## src/rtl/hilo_muldiv_unit_pkg.sv

```systemverilog
// Shared definitions for the HI/LO multiply/divide unit: op encodings,
// ALU function codes for mfhi/mflo, and the control FSM states.
package hilo_muldiv_unit_pkg;

  typedef enum logic [1:0] {
    MD_MULTU = 2'b00,
    MD_DIVU  = 2'b01,
    MD_MULT  = 2'b10,
    MD_DIV   = 2'b11
  } md_op_e;

  // ALU FunctC codes that route HI/LO onto the result bus.
  localparam logic [3:0] FUNCTC_MFHI = 4'b0101;
  localparam logic [3:0] FUNCTC_MFLO = 4'b0111;

  typedef enum logic [1:0] {
    ST_IDLE = 2'b00,
    ST_RUN  = 2'b01,
    ST_DONE = 2'b10
  } md_state_e;

  function automatic logic md_is_div(input md_op_e op);
    return (op == MD_DIVU) || (op == MD_DIV);
  endfunction

endpackage

```

## src/rtl/hilo_iter_core.sv

```systemverilog
// Iterative unsigned datapath: shift-add multiply / restoring divide, one bit per step.
// The step result is exposed combinationally so the caller can capture the final step on the same edge.
module hilo_iter_core #(
  parameter int WIDTH = 32,
  parameter int ITERS = 32
) (
  input  logic             clk,
  input  logic             rst,
  input  logic             load_i,
  input  logic             step_i,
  input  logic             is_div_i,
  input  logic [WIDTH-1:0] a_i,
  input  logic [WIDTH-1:0] b_i,
  output logic             last_o,
  output logic [WIDTH-1:0] hi_nxt_o,
  output logic [WIDTH-1:0] lo_nxt_o
);

  localparam int CW = $clog2(ITERS);

  logic [2*WIDTH-1:0] acc_q, acc_d, step_val;
  logic [WIDTH-1:0]   opnd_q, opnd_d;
  logic               is_div_q, is_div_d;
  logic [CW-1:0]      cnt_q, cnt_d;
  logic [WIDTH:0]     mul_sum, rem_sh, trial;

  always_comb begin
    // Multiply: add into the upper half, then shift right with the carry entering the top.
    mul_sum = {1'b0, acc_q[2*WIDTH-1:WIDTH]} + (acc_q[0] ? {1'b0, opnd_q} : '0);
    // Divide: shift left one bit, then trial-subtract the divisor from the partial remainder.
    rem_sh  = acc_q[2*WIDTH-1:WIDTH-1];
    trial   = rem_sh - {1'b0, opnd_q};
    if (is_div_q) begin
      if (trial[WIDTH]) begin
        step_val = {rem_sh[WIDTH-1:0], acc_q[WIDTH-2:0], 1'b0};
      end else begin
        step_val = {trial[WIDTH-1:0], acc_q[WIDTH-2:0], 1'b1};
      end
    end else begin
      step_val = {mul_sum, acc_q[WIDTH-1:1]};
    end

    acc_d    = acc_q;
    opnd_d   = opnd_q;
    is_div_d = is_div_q;
    cnt_d    = cnt_q;
    if (load_i) begin
      acc_d    = {{WIDTH{1'b0}}, a_i};
      opnd_d   = b_i;
      is_div_d = is_div_i;
      cnt_d    = '0;
    end else if (step_i) begin
      acc_d = step_val;
      cnt_d = cnt_q + 1'b1;
    end
  end

  always_ff @(posedge clk or posedge rst) begin
    if (rst) begin
      acc_q    <= '0;
      opnd_q   <= '0;
      is_div_q <= 1'b0;
      cnt_q    <= '0;
    end else begin
      acc_q    <= acc_d;
      opnd_q   <= opnd_d;
      is_div_q <= is_div_d;
      cnt_q    <= cnt_d;
    end
  end

  assign last_o   = (cnt_q == CW'(ITERS - 1));
  assign hi_nxt_o = step_val[2*WIDTH-1:WIDTH];
  assign lo_nxt_o = step_val[WIDTH-1:0];

endmodule

```

## src/rtl/hilo_muldiv_unit.sv

```systemverilog
// HI/LO owner with a 32-cycle multiply/divide engine; result lands 32 edges after accept, busy stalls issue.
// Define HILO_SIGNED_EN to build signed MULT/DIV (magnitude datapath plus sign fixup).
module hilo_muldiv_unit
  import hilo_muldiv_unit_pkg::*;
#(
  parameter int WIDTH = 32,
  parameter int ITERS = 32
) (
  input  logic             clk,
  input  logic             rst,
  input  logic             start,
  input  logic [1:0]       op,
  input  logic [WIDTH-1:0] a,
  input  logic [WIDTH-1:0] b,
  input  logic             flush,
  input  logic             hi_we,
  input  logic             lo_we,
  input  logic [WIDTH-1:0] wdata,
  output logic             busy,
  output logic             done,
  output logic             div_zero,
  output logic [WIDTH-1:0] hi,
  output logic [WIDTH-1:0] lo
);

  md_state_e        state_q, state_d;
  logic [WIDTH-1:0] hi_q, hi_d, lo_q, lo_d;
  logic             div_zero_q, div_zero_d;
  logic             is_div_q, is_div_d;
  logic             b_zero_q, b_zero_d;
  logic             accept, step, finish, core_last, op_div;
  logic [WIDTH-1:0] a_mag, b_mag, core_hi, core_lo, res_hi, res_lo;

  assign op_div = md_is_div(md_op_e'(op));

`ifdef HILO_SIGNED_EN
  logic neg_a, neg_b, neg_a_q, neg_b_q;

  assign neg_a = op[1] & a[WIDTH-1];
  assign neg_b = op[1] & b[WIDTH-1];
  assign a_mag = neg_a ? (~a + 1'b1) : a;
  assign b_mag = neg_b ? (~b + 1'b1) : b;

  always_ff @(posedge clk or posedge rst) begin
    if (rst) begin
      neg_a_q <= 1'b0;
      neg_b_q <= 1'b0;
    end else if (accept) begin
      neg_a_q <= neg_a;
      neg_b_q <= neg_b;
    end
  end
`else
  assign a_mag = a;
  assign b_mag = b;
`endif

  hilo_iter_core #(
    .WIDTH (WIDTH),
    .ITERS (ITERS)
  ) u_core (
    .clk      (clk),
    .rst      (rst),
    .load_i   (accept),
    .step_i   (step),
    .is_div_i (op_div),
    .a_i      (a_mag),
    .b_i      (b_mag),
    .last_o   (core_last),
    .hi_nxt_o (core_hi),
    .lo_nxt_o (core_lo)
  );

  always_comb begin
    res_hi = core_hi;
    res_lo = core_lo;
`ifdef HILO_SIGNED_EN
    if (!is_div_q) begin
      if (neg_a_q ^ neg_b_q) {res_hi, res_lo} = ~{core_hi, core_lo} + 1'b1;
    end else begin
      if (neg_a_q ^ neg_b_q) res_lo = ~core_lo + 1'b1;
      if (neg_a_q)           res_hi = ~core_hi + 1'b1;
      // Divide-by-zero reports LO as all-ones regardless of operand signs.
      if (b_zero_q)          res_lo = '1;
    end
`endif
  end

  always_comb begin
    state_d    = state_q;
    busy       = (state_q == ST_RUN);
    done       = (state_q == ST_DONE);
    accept     = start && !flush && (state_q != ST_RUN);
    step       = (state_q == ST_RUN) && !flush;
    finish     = step && core_last;
    hi_d       = hi_q;
    lo_d       = lo_q;
    div_zero_d = div_zero_q;
    is_div_d   = is_div_q;
    b_zero_d   = b_zero_q;

    unique case (state_q)
      ST_IDLE: if (accept) state_d = ST_RUN;
      ST_RUN: begin
        if (flush)       state_d = ST_IDLE;
        else if (finish) state_d = ST_DONE;
      end
      ST_DONE: state_d = accept ? ST_RUN : ST_IDLE;
      default: state_d = ST_IDLE;
    endcase

    if (accept) begin
      div_zero_d = 1'b0;
      is_div_d   = op_div;
      b_zero_d   = (b == '0);
    end
    // An op's result wins over any register write; writes only land while idle.
    if (finish) begin
      hi_d = res_hi;
      lo_d = res_lo;
      if (is_div_q && b_zero_q) div_zero_d = 1'b1;
    end else if (!busy) begin
      if (hi_we) hi_d = wdata;
      if (lo_we) lo_d = wdata;
    end
  end

  always_ff @(posedge clk or posedge rst) begin
    if (rst) begin
      state_q    <= ST_IDLE;
      hi_q       <= '0;
      lo_q       <= '0;
      div_zero_q <= 1'b0;
      is_div_q   <= 1'b0;
      b_zero_q   <= 1'b0;
    end else begin
      state_q    <= state_d;
      hi_q       <= hi_d;
      lo_q       <= lo_d;
      div_zero_q <= div_zero_d;
      is_div_q   <= is_div_d;
      b_zero_q   <= b_zero_d;
    end
  end

  assign div_zero = div_zero_q;
  assign hi       = hi_q;
  assign lo       = lo_q;

endmodule

```

## config.mk

```make
export PLATFORM = sky130hd
export DESIGN_NAME = hilo_muldiv_unit
export DESIGN_NICKNAME = d
export VERILOG_FILES = /design/src/rtl/hilo_muldiv_unit_pkg.sv /design/src/rtl/hilo_iter_core.sv /design/src/rtl/hilo_muldiv_unit.sv
export SDC_FILE = /design/constraint.sdc
export NUM_CORES = 1
export LEC_CHECK = 0
export ABC_AREA = 1
export CORE_ASPECT_RATIO = 1.1
export CORE_MARGIN = 2
export CORE_UTILIZATION = 50
export DETAILED_ROUTE_END_ITERATION = 12
export GPL_TIMING_DRIVEN = 0
export PLACE_DENSITY = 0.75
export SYNTH_ARGS = -nofsm -noshare
export SYNTH_HDL_FRONTEND = slang
export SYNTH_SLANG_ARGS = --single-unit
```

## constraint.sdc

```tcl
create_clock -name clk -period 7.4 [get_ports clk]
set_input_delay 2.22 -clock clk [delete_from_list [all_inputs] [get_ports clk]]
set_output_delay 2.22 -clock clk [all_outputs]
set_load 0.005 [all_outputs]
```

## Word-level counts from Yosys, hierarchy flattened

Cells that the tools add are included.

| word-level totals | value |
|---|---|
| latch bits | 0 |
| register bits | 170 |
| memories | 0 |
| RAM bits | 0 |
| output and inout port bits | 67 |
| memory bits (read-only) | 0 |
| input port bits | 104 |

| operators by class | value |
|---|---|
| reductions and logical operators | 15 |
| div/mod/pow operators | 0 |
| $lt $le $gt $ge | 0 |
| equal/unequal tests | 9 |
| $mul | 0 |
| add/subtract/negate cells | 3 |
| mux-type cells | 21 |
| bitwise logic cells | 0 |
| shift operators | 0 |

Operators by type and width:

| cell | count |
|---|---|
| 64-bit two-way mux | 4 |
| 32-bit two-way mux | 7 |
| 32-bit by 33-bit adder with 33-bit output | 1 |
| 33-bit by 32-bit subtractor with 33-bit output | 1 |
| 32-bit logical NOT | 1 |
| 5-bit two-way mux | 2 |
| 2-bit two-way mux | 3 |
| 2-bit case mux with 3 select lines | 1 |
| 2-bit AND reduction | 3 |
| 2-bit nonzero test | 3 |
| 5-bit by 1-bit adder with 5-bit output (second input constant) | 1 |
| 5-bit equality test (second input constant) | 1 |
| 1-bit logical AND | 5 |
| 2-bit by 1-bit equality test with 1-bit output (second input constant) | 2 |
| 2-bit equality test (second input constant) | 2 |
| 1-bit two-way mux | 4 |
| 2-bit by 1-bit inequality test with 1-bit output (second input constant) | 2 |
| 3-bit by 2-bit inequality test with 1-bit output (second input constant) | 1 |
| 2-bit logical NOT | 1 |
| 2-bit inequality test (second input constant) | 1 |
| 1-bit logical NOT | 1 |
| 1-bit logical OR | 1 |

## Logic depth before layout (Yosys ltp)

| logic depth | value |
|---|---|
| depth after elaboration | 6 |
| gate-level depth with buffers | 20 |
| mapped depth without buffers | 20 |

## Cells and area by module

From an unflattened synthesis, not the netlist that was laid out.

| second synthesis, totals | value |
|---|---|
| cells, all modules | 2176 |
| area, all modules | 13733.2 sq um |

By module, submodules not included:

| module | area each (sq um) | instances | seq. area each (sq um) | cells an instance |
|---|---|---|---|---|
| hilo_iter_core | 10329.9 | 1 | 2552.4 | 1715 |
| hilo_muldiv_unit | 3403.3 | 1 | 1726.7 | 461 |

## Worst setup path before layout

Ideal clock, no wire load.

| timing | value |
|---|---|
| path type | input port to flip-flop |
| from | input start |
| to | register u_core.acc_q[24] |
| stages on the path | 9 |
| data required time | 7269 ps |
| arrival time | 3268 ps |
| library setup time | 131 ps |
| setup slack | 4001 ps |
| cells stage by stage | inv_1 -> nor2_1 -> inv_1 -> nor2_1 -> inv_1 -> buf_2 -> buf_2 -> o211ai_1 -> o21ai_0 |

| on the way | value |
|---|---|
| word-level cells in the longest chain between the ends | 3 |

Ends and longest elaborated chain:

| element | RTL line | text |
|---|---|---|
| from (decl) | hilo_muldiv_unit.sv:11 | `input logic start,` |
| 1-bit logical AND (*) (2 in a row) | hilo_muldiv_unit.sv:93 | `accept = start && !flush && (state_q != ST_RUN);` |
| 64-bit two-way mux / 2-bit nonzero test (equally long branches) | - |  |
| to (signal assigned) | hilo_iter_core.sv:60 | `acc_q <= '0;` |
| to (signal assigned) | hilo_iter_core.sv:65 | `acc_q <= acc_d;` |
| to (decl) | hilo_iter_core.sv:21 | `logic [2*WIDTH-1:0] acc_q, acc_d, step_val;` |

Mark *: on every way between the ends. The rest lies on a longest branch, timed or not.
A chain may end at the register's enable or synchronous reset.

## Final worst setup path

| timing | value |
|---|---|
| from | input start |
| to | register u_core.is_div_q |

| on the way | value |
|---|---|
| word-level cells in the longest chain between the ends | 2 |

Ends and longest elaborated chain:

| element | RTL line | text |
|---|---|---|
| 1-bit logical AND (2 in a row) | hilo_muldiv_unit.sv:93 |  |
| to (signal assigned) | hilo_iter_core.sv:67 | `is_div_q <= is_div_d;` |
| to (decl) | hilo_iter_core.sv:23 | `logic is_div_q, is_div_d;` |

Every way passes these cells.

==> flow_summary.json <==
{
  "cp_max_fo": 10,
  "skew_ns": 0.0107,
  "rsz0062_at_grt": "false",
  "drc": 0,
  "synth-seq-cells": 170,
  "h-tree-depth": 4,
  "grt_overflow": 0,
  "clkLatencyLatePin_ns": 0.44,
  "syn-cell-area_um2": 13400,
  "crit_chain": "clkdlybuf4s50_1 > inv_1 > nor2_1 > inv_1 > nor2_1 > buf_2 > buf_2 > nand2_1 > o21ai_0",
  "fin_crit_ns": 4.27,
  "seq_area_um2": 4250,
  "synth-edff-count": 0,
  "async_flop_share_pct": 100,
  "synth_cell_types": 47,
  "fmax_mhz": 234,
  "routed_wl_mm": 48.4,
  "antennaDiodeCount": 0,
  "hold_class": "register to register",
  "grtUsageTotal_pct": 34.5,
  "post_drt_wl_per_cell_um": 18.5,
  "end_kind": "register",
  "setup_viol": 0,
  "relSlewSlack_pct": 46.7,
  "dpl_worst_slack_ns": 2.83,
  "fin_nets": 2419,
  "firstDrtPassIters": 5,
  "nFillCells": 2625,
  "final_area_um2": 16100,
  "critPathBufInv": 5,
  "cts_hold_buf": 0,
  "ys.flop_type": "dfrtp_1",
  "avgSynthCellArea_um2": 6.49,
  "synth_fp_nets": 2230,
  "pwr_density_cell_nw_per_um2": 312,
  "die_w_um": 160,
  "cp_slowest_cell": "nor2_1",
  "required_ns": 7.72,
  "tightest_slew_ns": 0.797,
  "vdd_drop_max_uv": 211,
  "gp_congestion": 0.991,
  "dp_hpwl_mm": 39.7,
  "post-synth-top-count-cell": "nand2_1",
  "dieArea_um2": 28000,
  "viasPerCell": 5.45,
  "port-buffer-count": 169,
  "max-cap-violations": 0,
  "ys.warnings.count": 0,
  "grt_pass1_wl_mm": 75.1,
  "cts-buffers-inserted": 17,
  "synth_top_area_share_pct": 31.9,
  "drive_above_1_share_pct": 5.53,
  "yosys-top-cells-count": "nand2_1 (750), inv_1 (323), dfrtp_1 (170)",
  "finalMaxSlewViolations": 0,
  "grt_pass1_vias": 13787,
  "status": "complete, no violations",
  "cpPeakStageDelay_ns": 0.61,
  "p_leak_nw": 8.59,
  "syn_to_final_growth_pct": 20.6,
  "dpl_cell_area_um2": 15500,
  "arrival_ns": 4.59,
  "seq_area_frac_synth_pct": 31.9,
  "multiInputGateArea_um2": 7510,
  "start_util_pct": 50.9,
  "die_h_um": 175,
  "io_pins": 171,
  "clock_path_buffers": 2,
  "core_um2": 26200,
  "ys_top_cells_by_area": "dfrtp_1 (32%), nand2_1 (21%), inv_1 (9.1%), ha_1 (6.2%), o21ai_0 (4.8%)",
  "ant_nets": 0,
  "grt_antenna_before_repair": 0,
  "cts-root-buf": "clkbuf_16",
  "fin_crit_sh_pct": 57.7,
  "drtIter0Drc": 1072,
  "grt_start_max_net_pins": 89,
  "vias": 14241,
  "std_cell_rows": 62,
  "cts.sinks": 170,
  "crit_family": "buffers and inverters",
  "setup_slack_ns": 3.13,
  "hold_violations": 0,
  "startpoint_type": "input pin",
  "ctsResizeCount": 0,
  "critPathKind": "input pin to register",
  "syn_inst": 2058,
  "path_clk_slew_ns": 0.07,
  "p_total_mw": 5.02,
  "cts_setup_buffers": 0,
  "yosys.area.top_type": "dfrtp_1",
  "tritoncts": "built"
}
==> cells in the final DEF (no fill, tap or decap), types with 3 or more instances in the layout <==
| cell | instances |
|---|---|
| o21bai_1 | 8 |
| buf_2 | 24 |
| nor4_1 | 11 |
| o211ai_1 | 17 |
| a211oi_1 | 15 |
| nand4_1 | 13 |
| nor3_1 | 9 |
| clkbuf_1 | 40 |
| and3_1 | 4 |
| a21o_1 | 7 |
| nand2_2 | 15 |
| ha_1 | 66 |
| nand2_4 | 11 |
| nand3_1 | 122 |
| nor2_1 | 107 |
| inv_1 | 322 |
| clkbuf_8 | 3 |
| xor2_1 | 11 |
| clkbuf_16 | 17 |
| clkdlybuf4s50_1 | 169 |
| buf_6 | 3 |
| clkinv_4 | 3 |
| or2_2 | 9 |
| xnor2_1 | 4 |
| a21oi_2 | 3 |
| a21oi_1 | 82 |
| o21ai_1 | 19 |
| dfrtp_1 | 170 |
| clkinv_2 | 3 |
| and2_1 | 6 |
| o221ai_1 | 31 |
| nand3b_1 | 6 |
| buf_1 | 3 |
| nand3_2 | 18 |
| o21ai_0 | 128 |
| nand2_1 | 750 |
==> worst reg2reg max path: cells and delay by family, from the launching register on <==
kind | cells | cell delay, ns
AOI/OAI and AO/OA | 3 | 1.34
buffers and inverters | 3 | 1.00
and+or+nand+nor | 9 | 0.81
adders and majority gates | 2 | 0.44
DFF | 1 | 0.32
==> power by group <==
part	switching (mW)	total, mW	internal (mW)
logic	1.82	2.80	0.976
registers	0.185	1.32	1.13
clock network	0.409	0.904	0.495
==> cell families (layout without fill, tap and decap cells) <==
| family | after synthesis | count (layout) | synth area share (%) |
|---|---|---|---|
| buffers and inverters | 399 | 601 | 11.9 |
| adders and majority gates | 68 | 68 | 6.48 |
| muxes | 1 | 1 | 0.0750 |
| DFF | 170 | 170 | 31.9 |
| and+or+nand+nor | 1084 | 1084 | 34.5 |
| xor gates and xnor gates | 15 | 15 | 0.984 |
| AOI/OAI and AO/OA | 321 | 321 | 14.2 |
==> registers in the layout, summed over array words and instances, names as in the netlist <==
name,flops
b_zero_q,1
div_zero,1
hi,32
lo,32
state_q,2
u_core.acc_q,64
u_core.cnt_q,5
u_core.is_div_q,1
u_core.opnd_q,32
==> per-layer routing <==
layer  part of all wire [%]  vias up  GRT usage, %
li1                       -     6949             -
met1                     42     6583          43.7
met2                     47      604          59.5
met3                    6.7      105          4.44
met4                    4.1        0          14.6
met5                      0        -             0
==> area by class of cell <==
| type | count | share of cell area [%] |
|---|---|---|
| multi-input combinational | 1489 | 46.7 |
| tap | 352 | 2.74 |
| inverter | 327 | 7.67 |
| buffer | 72 | 2.21 |
| timing repair buffer | 170 | 10.7 |
| clock inverter | 12 | 0.715 |
| clock buffer | 20 | 2.90 |
| sequential | 170 | 26.4 |
==> stage by stage <==
stage          utilization, %  std cells  TNS (ns)  hold slack [ns]
2_1_floorplan               -       2058         0            0.433
3_3_place_gp             59.1       2579   -309.43            0.455
3_5_place_dp             59.2       2580         0            0.463
4_1_cts                  61.4       2612         0            0.473
5_1_grt                  61.4       2612         0            0.506
6_report                 61.4       2612         0            0.480
==> path summary, 6_finish.rpt <==
| check | start | to | slack, ns | cells after the start |
|---|---|---|---|---|
| worst max-delay path | start | u_core.is_div_q$_DFFE_PP0P_ | 3.13 | 9 |
| worst min-delay path | u_core.cnt_q[3]$_DFFE_PP0P_ | u_core.cnt_q[3]$_DFFE_PP0P_ | 0.48 | 1 |
| worst max register to register | u_core.acc_q[0]$_DFFE_PP0P_ | u_core.acc_q[55]$_DFFE_PP0P_ | 3.39 | 17 |
| worst min register to register | u_core.cnt_q[3]$_DFFE_PP0P_ | u_core.cnt_q[3]$_DFFE_PP0P_ | 0.48 | 1 |
| max in group asynchronous | rst | u_core.opnd_q[0]$_DFFE_PP0P_ | 4.31 | 3 |
| min in group asynchronous | rst | lo[9]$_DFFE_PP0P_ | 2.24 | 2 |
(Power assumes the default switching activity.)
==> patch, RTL diff (config.mk and constraints unchanged) <==
The 3 states of `md_state_e` get a one-hot encoding in 3 bits.
--- a/src/rtl/hilo_muldiv_unit_pkg.sv
+++ b/src/rtl/hilo_muldiv_unit_pkg.sv
@@ -13,10 +13,10 @@
   localparam logic [3:0] FUNCTC_MFHI = 4'b0101;
   localparam logic [3:0] FUNCTC_MFLO = 4'b0111;
 
-  typedef enum logic [1:0] {
-    ST_IDLE = 2'b00,
-    ST_RUN  = 2'b01,
-    ST_DONE = 2'b10
+  typedef enum logic [2:0] {
+    ST_IDLE = 3'b001,
+    ST_RUN  = 3'b010,
+    ST_DONE = 3'b100
   } md_state_e;
 
   function automatic logic md_is_div(input md_op_e op);
Check against the original RTL: same outputs for any inputs over 10 cycles, from zero or initial values and one cycle with rst high; not proved beyond that.
==> patch against the unedited design <==
Count of clock-buffer cells in the layout decreased by 1; via count increased by 0.77%; critical path depth shrank 1; total power is 27% lower; first-iteration DRC count is 0.93% lower; worst setup slack got worse by 0.41 ns; area after synthesis grew 0.50%; cell area increased by 0.27%; clock power shrank 2.7%; fmax down 8.8%; sequential cell count rose by 1; combinational power shrank 44%; wire length grew 0.24%; critical path type unchanged; critical endpoint is now u_core.acc_q[16]$_DFFE_PP0P_.
==> patch: results (changes against the unedited design) <==
* Status: finished, final reports clean
* Metal2 WL at 22900 µm (-0.24%)
* Critical Path Max Stage Delay at 0.66 ns (+0.05 ns)
* Netlist cell types at 46 (-2.1%)
* Slew @ Worst Pin at 0.932 ns (+0.135 ns)
* Gp weighted congestion at 1.00 (+1.2%)
* Leading post-synthesis cells by cell area: dfrtp_1 (32%), nand2_1 (26%), inv_1 (8.8%), ha_1 (6.2%), nand3_1 (6.0%)
* GRT met3 Usage at 0.0503 (+0.00590)
* Nets at 2503 (+3.5%)
* P_sw at 1540 µW (-36%)
* Vias post-DR at 14400 (+0.77%)
* Arrival time worst endpoint at 5.06 ns (+0.47 ns)
* Comb pwr at 1570 µW (-44%)
* Post-Synth XOR/XNOR Area at 0.00979 (-0.0000486)
* Initial drt markers at 1062 (-0.93%)
* Wirelength per Cell at 18.0 µm (-2.8%)
* Clock network power share at 0.239 (+0.059)
* Peak supply drop at 0.172 mV (-19%)
* M1 GR Usage at 0.433 (-0.00357)
* Met2 Use GR at 0.599 (+0.00415)
* Non-filler cells, final at 2695 (+3.2%)
* Syn_nets at 2314 (+3.8%)
* Metal-1 WL at 20100 µm (-0.22%)
* Global-route wire length before repair at 75600 µm (+0.71%)
* Setup WS pre-CTS at 2.35 ns (-0.478 ns)
* Vias in the first global route at 14100 (+2.4%)
* Met3 Wirelength at 3510 µm (+7.6%)
* Post-synth top cells: nand2_1 (918), inv_1 (316), dfrtp_1 (170), nand3_1 (160), o21ai_0 (111)
* Leak pwr at 0.00865 µW (+0.67%)
* Register area share after synthesis at 0.319 (+0.000384)
* Largest net degree at the start of global routing at 92 (+3.4%)
* Synth Area in Compound Gates at 0.101 (-0.0409)
* HPWL after DPL at 39400 µm (-0.65%)
* Placed cells at 2664 (+3.3%)
* Adder-Cell Fraction of Synth Area at 0.0645 (-0.000320)
* TritonRoute pass-1 iters at 8 (+3)
* Share of cells above drive strength 1 at 0.0482 (-0.00708)
* Syn avg cell area at 6.26 µm² (-3.4%)
* Clock Skews at 0.00980 ns (-0.000938 ns)
* Slowest-stage cell, CP: clkbuf_1
* Post-synthesis mux area share at 0 (-0.000750)
[patch: changes by cell type after synthesis, sizes merged, moves of 4 or more]
cell | before | now
nand3 | 140 | 173
o21ai | 147 | 111
a211oi | 15 | 0
inv | 325 | 320
o211ai | 17 | 35
o221ai | 31 | 1
clkbuf | 40 | 46
a21oi | 87 | 65
buf | 32 | 23
o21bai | 8 | 12
nand2 | 776 | 947
nor2 | 109 | 89
[patch: per-stage QoR]
| stage | instance area (µm²) | setup TNS [ns] | power, µW |
|---|---|---|---|
| after global routing | 16100 | 0 | 3920 |
| after floorplan | 13400 | 0 | 2210 |
| after CTS | 16100 | 0 | 3670 |
| after detailed placement | 15600 | 0 | 2790 |
| final | 16100 | 0 | 3680 |
| after global placement | 15500 | -301.43 | 2770 |
[patch: final cells by class]
cell class	count	area (µm²)
clock buffer	19	443
tap	352	440
clock inverter	12	116
inverter	321	1210
timing repair buffer	170	1720
multi-input combinational	1581	7600
buffer	69	328
fill	2580	10100
sequential	171	4280
[patch: final timing paths]
check	startpoint	to	slack [ns]	cells after the start
max	flush	u_core.acc_q[16]$_DFFE_PP0P_	2.71	8
min	lo[22]$_DFFE_PP0P_	lo[22]$_DFFE_PP0P_	0.50	2
max reg2reg	u_core.acc_q[0]$_DFFE_PP0P_	hi[21]$_DFFE_PP0P_	3.61	17
min reg2reg	lo[22]$_DFFE_PP0P_	lo[22]$_DFFE_PP0P_	0.50	2
max in group asynchronous	rst	u_core.acc_q[23]$_DFFE_PP0P_	4.30	3
min in group asynchronous	rst	u_core.acc_q[7]$_DFFE_PP0P_	2.22	2
[patch: cell families after synthesis]
family,Yosys count
DFF,171
AOI/OAI and AO/OA,238
xor gates and xnor gates,15
and+or+nand+nor,1260
adders and majority gates,68
buffers and inverters,390
